==> src/rtl/fetch_pkg.sv <==
// Shared types and helpers for the RV32 instruction-fetch front end.
package fetch_pkg;

    localparam logic [6:0] OPC_JAL = 7'b1101111;

    typedef struct packed {
        logic [31:0] pc;
        logic [31:0] data;
    } fetch_entry_t;

    function automatic int cnt_width(input int depth);
        return $clog2(depth) + 1;
    endfunction

    // Sign-extended J-type immediate.
    function automatic logic [31:0] jal_imm(input logic [31:0] inst);
        return {{11{inst[31]}}, inst[31], inst[19:12], inst[20], inst[30:21], 1'b0};
    endfunction

endpackage

==> src/rtl/fetch_fifo.sv <==
// Synchronous FIFO with flush and occupancy count; used as the instruction
// buffer and as the in-flight request address queue.
module fetch_fifo #(
    parameter int WIDTH = 32,
    parameter int DEPTH = 2
) (
    input  logic                   clk,
    input  logic                   rst_n,
    input  logic                   i_push,
    input  logic [WIDTH-1:0]       i_data,
    input  logic                   i_pop,
    input  logic                   i_flush,
    output logic [WIDTH-1:0]       o_head,
    output logic [$clog2(DEPTH):0] o_count
);
    localparam int PTR_W = $clog2(DEPTH);
    localparam int CNT_W = PTR_W + 1;
    localparam logic [CNT_W-1:0] FULL = CNT_W'(DEPTH);

    logic [WIDTH-1:0] r_mem [DEPTH];
    logic [PTR_W-1:0] r_wr_ptr;
    logic [PTR_W-1:0] r_rd_ptr;
    logic [CNT_W-1:0] r_count;
    logic             w_push;
    logic             w_pop;

    assign w_pop  = i_pop & (r_count != '0);
    assign w_push = i_push & ((r_count != FULL) | w_pop);

    always_ff @(posedge clk or negedge rst_n) begin
        if (!rst_n) begin
            r_wr_ptr <= '0;
            r_rd_ptr <= '0;
            r_count  <= '0;
        end else if (i_flush) begin
            r_wr_ptr <= '0;
            r_rd_ptr <= '0;
            r_count  <= '0;
        end else begin
            if (w_push) r_wr_ptr <= r_wr_ptr + PTR_W'(1);
            if (w_pop)  r_rd_ptr <= r_rd_ptr + PTR_W'(1);
            r_count <= r_count + CNT_W'(w_push) - CNT_W'(w_pop);
        end
    end

    always_ff @(posedge clk) begin
        if (w_push && !i_flush) r_mem[r_wr_ptr] <= i_data;
    end

    assign o_head  = r_mem[r_rd_ptr];
    assign o_count = r_count;

endmodule

==> src/rtl/fetch_unit.sv <==
// RV32 instruction-fetch front end: credit-limited requests, in-order response
// buffering, external redirects. Define FETCH_JAL_PREDECODE_EN for early JAL redirect.
module fetch_unit
    import fetch_pkg::*;
#(
    parameter logic [31:0] RESET_VECTOR = 32'h0000_0000,
    parameter int          BUF_DEPTH    = 2
) (
    input  logic        clk,
    input  logic        reset,
    output logic        imem_req_valid,
    input  logic        imem_req_ready,
    output logic [31:0] imem_req_addr,
    input  logic        imem_rsp_valid,
    input  logic [31:0] imem_rsp_data,
    input  logic        redirect_valid,
    input  logic [31:0] redirect_pc,
    output logic        inst_valid,
    input  logic        inst_ready,
    output logic [31:0] inst_data,
    output logic [31:0] inst_pc
);
    localparam int CNT_W = cnt_width(BUF_DEPTH);
    localparam int OCC_W = CNT_W + 1;

    logic [31:0]      r_fpc;
    logic [CNT_W-1:0] r_drop_cnt;
    fetch_entry_t     r_last;

    logic [31:0]      w_fpc_next;
    logic [CNT_W-1:0] w_drop_next;
    logic [CNT_W-1:0] w_buf_count;
    logic [CNT_W-1:0] w_aq_count;
    logic [CNT_W-1:0] w_out_after;
    logic [OCC_W-1:0] w_occ;
    logic [31:0]      w_aq_head;
    logic [31:0]      w_jal_target;
    fetch_entry_t     w_buf_head;
    fetch_entry_t     w_buf_in;
    logic             w_req_fire;
    logic             w_inst_pop;
    logic             w_rsp_keep;
    logic             w_buf_push;
    logic             w_jal_hit;

    assign w_req_fire = imem_req_valid & imem_req_ready;
    assign w_inst_pop = inst_valid & inst_ready;
    assign w_rsp_keep = imem_rsp_valid & (r_drop_cnt == '0);
    assign w_buf_push = w_rsp_keep & ~redirect_valid;
    assign w_buf_in   = '{pc: w_aq_head, data: imem_rsp_data};

    // A slot freed by this cycle's decode handshake is reusable immediately,
    // which is what sustains one instruction per cycle at BUF_DEPTH=2.
    assign w_occ = OCC_W'(w_buf_count) + OCC_W'(w_aq_count) - OCC_W'(w_inst_pop);
    assign imem_req_valid = reset & (w_occ < OCC_W'(BUF_DEPTH));
    assign imem_req_addr  = r_fpc;

    assign w_out_after  = w_aq_count + CNT_W'(w_req_fire) - CNT_W'(imem_rsp_valid);
    assign w_jal_target = (w_aq_head + jal_imm(imem_rsp_data)) & 32'hFFFF_FFFC;

`ifdef FETCH_JAL_PREDECODE_EN
    assign w_jal_hit = w_buf_push & (imem_rsp_data[6:0] == OPC_JAL);
`else
    assign w_jal_hit = 1'b0;
`endif

    fetch_fifo #(
        .WIDTH (32),
        .DEPTH (BUF_DEPTH)
    ) u_addr_q (
        .clk     (clk),
        .rst_n   (reset),
        .i_push  (w_req_fire),
        .i_data  (r_fpc),
        .i_pop   (imem_rsp_valid),
        .i_flush (1'b0),
        .o_head  (w_aq_head),
        .o_count (w_aq_count)
    );

    fetch_fifo #(
        .WIDTH ($bits(fetch_entry_t)),
        .DEPTH (BUF_DEPTH)
    ) u_inst_buf (
        .clk     (clk),
        .rst_n   (reset),
        .i_push  (w_buf_push),
        .i_data  (w_buf_in),
        .i_pop   (w_inst_pop),
        .i_flush (redirect_valid),
        .o_head  (w_buf_head),
        .o_count (w_buf_count)
    );

    // Priority: external redirect > predecoded JAL > sequential advance.
    always_comb begin
        w_fpc_next  = r_fpc;
        w_drop_next = r_drop_cnt;
        if (w_req_fire) w_fpc_next = r_fpc + 32'd4;
        if (imem_rsp_valid && (r_drop_cnt != '0)) w_drop_next = r_drop_cnt - CNT_W'(1);
        if (w_jal_hit) begin
            w_fpc_next  = w_jal_target;
            w_drop_next = w_out_after;
        end
        if (redirect_valid) begin
            w_fpc_next  = redirect_pc & 32'hFFFF_FFFC;
            w_drop_next = w_out_after;
        end
    end

    always_ff @(posedge clk or negedge reset) begin
        if (!reset) begin
            r_fpc      <= RESET_VECTOR;
            r_drop_cnt <= '0;
            r_last     <= '0;
        end else begin
            r_fpc      <= w_fpc_next;
            r_drop_cnt <= w_drop_next;
            if (inst_valid) r_last <= w_buf_head;
        end
    end

    assign inst_valid = (w_buf_count != '0);
    assign inst_data  = inst_valid ? w_buf_head.data : r_last.data;
    assign inst_pc    = inst_valid ? w_buf_head.pc   : r_last.pc;

endmodule
==> config.mk <==
export PLATFORM = sky130hd
export DESIGN_NAME = fetch_unit
export DESIGN_NICKNAME = d
export VERILOG_FILES = /design/src/rtl/fetch_pkg.sv /design/src/rtl/fetch_fifo.sv /design/src/rtl/fetch_unit.sv
export SDC_FILE = /design/constraint.sdc
export NUM_CORES = 1
export LEC_CHECK = 0
export ABC_AREA = 1
export BUFFER_PORTS_ARGS = -buffer_cell sky130_fd_sc_hd__buf_2
export CAP_MARGIN = 20
export CORE_ASPECT_RATIO = 0.6
export CORE_MARGIN = 3
export CORE_UTILIZATION = 45
export DETAILED_ROUTE_END_ITERATION = 6
export GPL_TIMING_DRIVEN = 0
export PLACE_DENSITY = 0.68
export SETUP_SLACK_MARGIN = 0.5
export SKIP_CTS_REPAIR_TIMING = 1
export SLEW_MARGIN = 20
export SYNTH_ARGS = -nofsm -noshare
export SYNTH_HDL_FRONTEND = slang
export SYNTH_SLANG_ARGS = --single-unit
==> constraint.sdc <==
create_clock -name clk -period 3.7 [get_ports clk]
set_clock_uncertainty 0.1 [all_clocks]
set_input_delay 0.74 -clock clk [delete_from_list [all_inputs] [get_ports clk]]
set_output_delay 0.74 -clock clk [all_outputs]
set_load 0.02 [all_outputs]
==> impl_metrics.csv, run 1 <==
group,metric,value,unit
floorplanning,core_area,24800,um^2
finish,final_cell_mix,"nand2_1 (301), edfxtp_1 (184), buf_2 (171)",
power,p_per_area,861,nW/um^2
setup_path,rrSetupSlack,460,ps
sta,period_share,0.885,
yosys,avgSynthCellArea,10.9,um^2
setup_path,reg2reg_to,"u_addr_q.r_mem[0][29]",
routing,via_count,8147,
setup_path,crit_path_end_kind,"output port",
routing,drt-vias-per-instance,4.97,
floorplanning,dieHeight,131,um
setup_path,reg2reg_from,"u_inst_buf.o_count[0]",
placed_design,hpwlAfterDp,19000,um
sta,setup_tns,0,ps
yosys,yosysSeqAreaShare,0.693,
setup_path,reg2reg_depth,10,
sta,fmax,305,MHz
run_status,status,"finished, final reports clean",
finish,num_antenna_cells,0,
finish,nets,1357,
yosys,synth_top_area_frac,0.474,
setup_path,crit_path_cell_trace,"nor2_4, nor2_4, buf_4, ha_1, fa_2, nand3_2, nor2_4, buf_6",
routing,wl,27900,um
routing,drc,0,
floorplanning,num_rows,44,
clock_network,cts_max_level,1,
clock_network,clock_sinks,286,
clock_network,insertion_delay,530,ps
routing,dr.pass1.iters,5,
power,ir_drop,362,uV
clock_network,cts-buffers-inserted,26,
setup_path,critPathMaxFanout,3,
sta,worst_pin_slew,956,ps
setup_path,crit_path_max_incr_delay,550,ps
min_path,hold_path.class,"in2async",
sta,finalHoldViolations,0,
sta,slew_violations,0,
global_route,grt-ovfl-total,0,
power,cellLeakagePower,6.02,nW
yosys,synthDistinctLibCells,28,
yosys,yosysWarnings,0,
sta,slew_headroom,0.361,
routing,drtAntennaViolNets,0,
setup_path,worst_ep_required_time,2860,ps
sta,rsz0062_at_grt,"yes",
yosys,synthTopCellsByArea,"edfxtp_1 (47%), dfrtp_1 (22%), nand2_1 (9.7%)",
floorplanning,dieArea,27900,um^2
setup_path,crit_slowest_cell,"fa_2",
global_route,grt_first_pass_wirelength,42800,um
yosys,synth_area,11700,um^2
global_route,antenna_found_initial,0,
yosys,ys_ff_latch,286,
clock_network,clock_path_buffers,3,
floorplanning,start_util,0.470,
placed_design,portBuffers,161,
yosys,synth_edf_count,184,
yosys,synthArstFlopShare,0.357,
global_route,first_global_vias,7772,
power,power,12.2,mW
placed_design,gp_congestion,0.853,
clock_network,cts-root-buf,"clkbuf_16",
finish,fin_util,0.569,
floorplanning,fp.dieW,214,um
finish,drive_gt1_frac,0.224,
clock_network,cts_tree,"built",
clock_network,path_clk_slew,70,ps
run,max_cap_viol_count,0,
sta,fin_crit,3280,ps
yosys,yosysTopAreaCell,"edfxtp_1",
routing,wl_per_cell,17.0,um
global_route,grt_max_degree,57,
setup_path,crit_top_cell,"nor2_4",
setup_path,crit_type,"reg2out",
yosys,netlist_instances,1071,
routing,drt_iter0_drc,599,
yosys,yosys_most_used_dff,"edfxtp_1",
global_route,grt_use_total,0.199,
finish,final_common_cell,"nand2_1",
sta,finalSetupViolCount,0,
setup_path,cp-start-kind,"flip-flop",
finish,syn2layout_area_growth,21.2,%
setup_path,crit_arrival,2440,ps
floorplanning,pin_count,168,
## final cells by class
cell class                      instances  area [um^2]
Tap cell                              345          432
Timing Repair Buffer                  174         1020
Sequential cell                       286         8080
Inverter                               62          245
Fill cell                            2118        10700
Buffer                                 48          259
Clock inverter                         15          140
Clock buffer                           32          703
Multi-Input combinational cell        678         3260
## how the worst max path moves through the flow
stage | start | end | slack [ps] | cells after the start
2_1_floorplan | redirect_valid | u_inst_buf.r_mem[0][0] | -500 | 3
3_3_place_gp | redirect_valid | u_inst_buf.r_mem[0][26] | -2470 | 4
3_5_place_dp | inst_ready | u_addr_q.r_mem[1][4] | -70 | 11
4_1_cts | u_inst_buf.o_count[1] | imem_req_valid | -160 | 9
5_1_grt | u_inst_buf.o_count[0] | u_addr_q.r_mem[0][22] | 320 | 10
6_report | u_inst_buf.o_count[0] | imem_req_valid | 420 | 8
## worst max-delay path: cells and delay by family, from the launching register on
family	cells	cell delay, ps
fa+ha+maj	2	750
buf+inv	2	270
flops	1	410
simple gates	4	470
## per-layer routing
layer	routed length (um)	vias up	GRT usage
li1	-	3989	-
met1	13500	3835	0.306
met2	11900	292	0.302
met3	2120	31	0.0353
met4	406	0	0.0377
met5	0	-	0
## cells by family (layout without fill, tap and decap cells)
family	Yosys count	in the layout	share of synthesized area
AND/OR/NAND/NOR	504	504	0.180
flip-flops	286	286	0.693
AO/OA/AOI/OAI	144	144	0.0635
buffers and inverters	110	331	0.0400
XOR/XNOR	15	15	0.0113
adder cells (fa/ha/maj)	11	11	0.0124
other	1	4	0.000322
## state kept, by name, indices dropped and copies added, names as in the netlist, 2 cells and up
name                count
r_drop_cnt              2
u_inst_buf.o_count      2
imem_req_addr          30
u_addr_q.r_mem         60
u_addr_q.o_count        2
u_inst_buf.r_mem      124
r_last                 62
## through the flow
| stage | cells | instance area (um^2) | worst slack (ps) | hold slack (ps) |
|---|---|---|---|---|
| global placement | 1580 | 13000 | -2470 | 402 |
| finish | 1640 | 14100 | 425 | 77.5 |
| global route | 1640 | 14100 | 324 | 104 |
| CTS | 1633 | 14000 | -160 | 92.4 |
| detailed placement | 1586 | 13200 | -73.1 | 421 |
| floorplan | 1074 | 11800 | -502 | 344 |
## power breakdown
group	internal [mW]	switching (mW)	total, mW
Combinational	1.49	3.29	4.78
Sequential	4.30	0.441	4.74
Clock	1.49	1.16	2.66
Total	7.28	4.90	12.2
## cells in the mapped netlist, types with 5 or more instances
| library cell | instances |
|---|---|
| a21oi_1 | 128 |
| buf_2 | 13 |
| buf_4 | 6 |
| clkbuf_1 | 24 |
| dfrtp_1 | 102 |
| edfxtp_1 | 184 |
| ha_1 | 10 |
| inv_1 | 58 |
| nand2_1 | 302 |
| nand2_2 | 5 |
| nand3_1 | 79 |
| nor2_1 | 100 |
| nor2_4 | 7 |
| o21ai_0 | 8 |
| o21bai_1 | 7 |
| xnor2_1 | 7 |
| xor2_1 | 8 |
No activity file was read; power rests on OpenSTA's default activity.
==> inputs of run 2 (changes only) <==
--- a/config.mk
+++ b/config.mk
@@ -13,10 +13,11 @@
 export CORE_UTILIZATION = 45
 export DETAILED_ROUTE_END_ITERATION = 6
 export GPL_TIMING_DRIVEN = 0
-export PLACE_DENSITY = 0.68
+export PLACE_DENSITY = 0.67
 export SETUP_SLACK_MARGIN = 0.5
 export SKIP_CTS_REPAIR_TIMING = 1
 export SLEW_MARGIN = 20
 export SYNTH_ARGS = -nofsm -noshare
 export SYNTH_HDL_FRONTEND = slang
+export SYNTH_HIERARCHICAL = 1
 export SYNTH_SLANG_ARGS = --single-unit
==> run 2 against run 1 <==
  * The run now ends with negative hold slack left
  * Register-to-register slack improved by 20 ps
  * Maximum frequency shrank 3.0%
  * Global-route usage shrank 0.32 points
  * Design area increased by 7.7%
  * Synthesized cell count increased by 18%
  * Combinational power shrank 32%
  * Critical path type unchanged
  * Largest cell class unchanged
==> impl_metrics.csv, run 2 <==
group,metric,value,unit
global_route,grt_max_degree,71,
setup_path,worst_ep_required_time,2860,ps
global_route,grt_first_pass_wirelength,46500,um
finish,drive_gt1_frac,0.209,
floorplanning,start_util,0.466,
finish,nets,1565,
setup_path,critPathMaxFanout,3,
setup_path,cp-start-kind,"flip-flop",
yosys,yosysTopAreaCell,"edfxtp_1",
placed_design,gp_congestion,0.848,
setup_path,crit_top_cell,"nor2_4",
finish,reg_top3,"u_inst_buf/r_mem x128, r_last x64, u_addr_q/r_mem x64",
sta,period_share,0.912,
global_route,grt-ovfl-total,0,
routing,dr.pass1.iters,5,
yosys,synthDistinctLibCells,32,
yosys,muxShareOfSynthArea,0,
global_route,first_global_vias,8502,
sta,finalHoldViolations,36,
floorplanning,num_rows,46,
placed_design,placed_area,14100,um^2
setup_path,path_delay_family,"simple AND/OR/NAND/NOR gates",
yosys,avgSynthCellArea,9.94,um^2
finish,final_cell_mix,"nand2_1 (642), edfxtp_1 (192), buf_2 (170)",
floorplanning,pin_count,168,
clock_network,clock_sinks,296,
placed_design,portBuffers,163,
yosys,yosys_most_used_dff,"edfxtp_1",
sta,finalSetupViolCount,0,
power,cellLeakagePower,7.00,nW
finish,final.fill_count,2350,
power,ir_drop,362,uV
finish,final_common_cell,"nand2_1",
placed_design,hpwlAfterDp,20300,um
sta,slew_headroom,0.609,
global_route,antenna_found_initial,0,
sta,rsz0062_at_grt,"yes",
sta,slew_violations,0,
floorplanning,core_area,26900,um^2
yosys,synth_top_area_frac,0.459,
clock_network,cts-buffers-inserted,28,
min_path,hold_path.class,"in2async",
finish,regMostFlops,"u_inst_buf/r_mem",
floorplanning,dieHeight,135,um
yosys,synth_top_family_by_area,"simple AND/OR/NAND/NOR gates",
power,p_per_area,699,nW/um^2
yosys,yosysSeqAreaShare,0.667,
yosys,synthArstFlopShare,0.351,
yosys,netlist_top_cells_count,"nand2_1 (644), edfxtp_1 (192), dfrtp_1 (104), nand3_1 (87), inv_1 (72)",
yosys,yosys.cell_count.top_type,"nand2_1",
setup_path,crit_type,"reg2out",
routing,wl_per_cell,16.1,um
clock_network,cts_tree,"built",
sta,hold_slack,-20.9,ps
finish,final_area,15200,um^2
setup_path,crit_path_cell_trace,"nor2_4, buf_8, nor2_4, ha_4, inv_2, nand2_2, fa_1, nor2_1, nor2_4, and3_4, buf_6",
run_status,violations,"negative hold slack",
setup_path,crit_arrival,2540,ps
run,max_cap_viol_count,0,
yosys,synth_compound_area_frac,0.00857,
setup_path,crit_slowest_cell,"dfrtp_2",
clock_network,path_clk_slew,70,ps
routing,wl,30100,um
routing,drt-vias-per-instance,4.84,
finish,fin_cells,1866,
placed_design,dp.cells,1799,
yosys,synth-simple-area-share,0.259,
routing,drtAntennaViolNets,0,
clock_network,cts-root-buf,"clkbuf_16",
setup_path,crit_path_max_incr_delay,430,ps
clock_network,insertion_delay,560,ps
finish,largest_register_ffs,128,
sta,fin_crit,3380,ps
clock_network,cts_max_level,1,
routing,via_count,9039,
floorplanning,dieArea,30000,um^2
setup_path,cp_num_buf_inv,3,
yosys,synth_edf_count,192,
yosys,yosysWarnings,6,
floorplanning,fp.dieW,222,um
yosys,netlist_instances,1263,
yosys,ys_ff_latch,296,
routing,drc,0,
finish,num_antenna_cells,0,
sta,worst_pin_slew,585,ps
sta,fmax,296,MHz
yosys,yosys.area_share.adder,0.0116,
global_route,grt_use_total,0.196,
clock_network,clock_path_buffers,3,
routing,drt_iter0_drc,739,
finish,syn2layout_area_growth,21.3,%
yosys,synth_area,12600,um^2
yosys,synth_xor_area_frac,0.00558,
run_status,status,"complete, but fails checks",
yosys,synthTopCellsByArea,"edfxtp_1 (46%), dfrtp_1 (21%), nand2_1 (19%)",
setup_path,crit_path_end_kind,"output port",
==> run 2: layout make-up <==
cell class / instances / area [um^2] / area share
sequential: 296 / 8370 / 0.550
multi-input combinational: 853 / 3720 / 0.244
timing repair buffer: 181 / 1130 / 0.0739
clock buffer: 38 / 748 / 0.0491
tap: 360 / 450 / 0.0296
buffer: 49 / 362 / 0.0237
inverter: 74 / 304 / 0.0200
clock inverter: 14 / 139 / 0.00912
timing repair inverter: 1 / 7.51 / 0.000493
==> run 2: routing by layer <==
layer  global-route usage  share of wire
met1                0.306           0.49
met2                0.286           0.43
met3               0.0359          0.065
met4               0.0426          0.016
met5                    0              0
==> run 2: worst paths after layout <==
path | startpoint | to | slack (ps) | depth (start not counted)
min | reset | r_last[18] | -20 | 1
max in group asynchronous | reset | u_inst_buf/o_count[0] | 2780 | 2
max | u_inst_buf/o_count[1] | imem_req_valid | 320 | 11
max reg2reg | u_inst_buf/o_count[1] | u_addr_q/o_count[1] | 480 | 21
min in group clk | imem_rsp_data[17] | u_inst_buf/r_mem[1][17] | 270 | 1
min reg2reg | r_last[37] | r_last[37] | 370 | 2
==> run 2: kinds of logic (layout without fill, tap and decap cells) <==
kind of cell / Yosys count / count (layout)
buffers and inverters: 123 / 357
other: 1 / 9
XOR/XNOR: 8 / 8
adder cells (fa/ha/maj): 11 / 11
AO/OA/AOI/OAI: 17 / 17
AND/OR/NAND/NOR: 807 / 808
flip-flops: 296 / 296
==> run 2: through the flow <==
stage                      util  power, mW  worst slack (ps)  hold WS, ps  setup TNS (ps)
after CTS                 0.555       10.5              -301        -32.1          -14450
after global routing      0.565       11.2               194        -19.3               0
after floorplan               -       6.55               409          344               0
after detailed placement  0.522       7.70              -247          359          -11820
after global placement    0.517       7.62             -1380          354         -154890
final                     0.565       10.6               325        -20.9               0
==> run 2: power by group <==
| group | switching, mW | internal (mW) | total, mW |
|---|---|---|---|
| Combinational | 2.16 | 1.07 | 3.23 |
| Sequential | 0.391 | 4.22 | 4.61 |
| Clock | 1.24 | 1.57 | 2.81 |
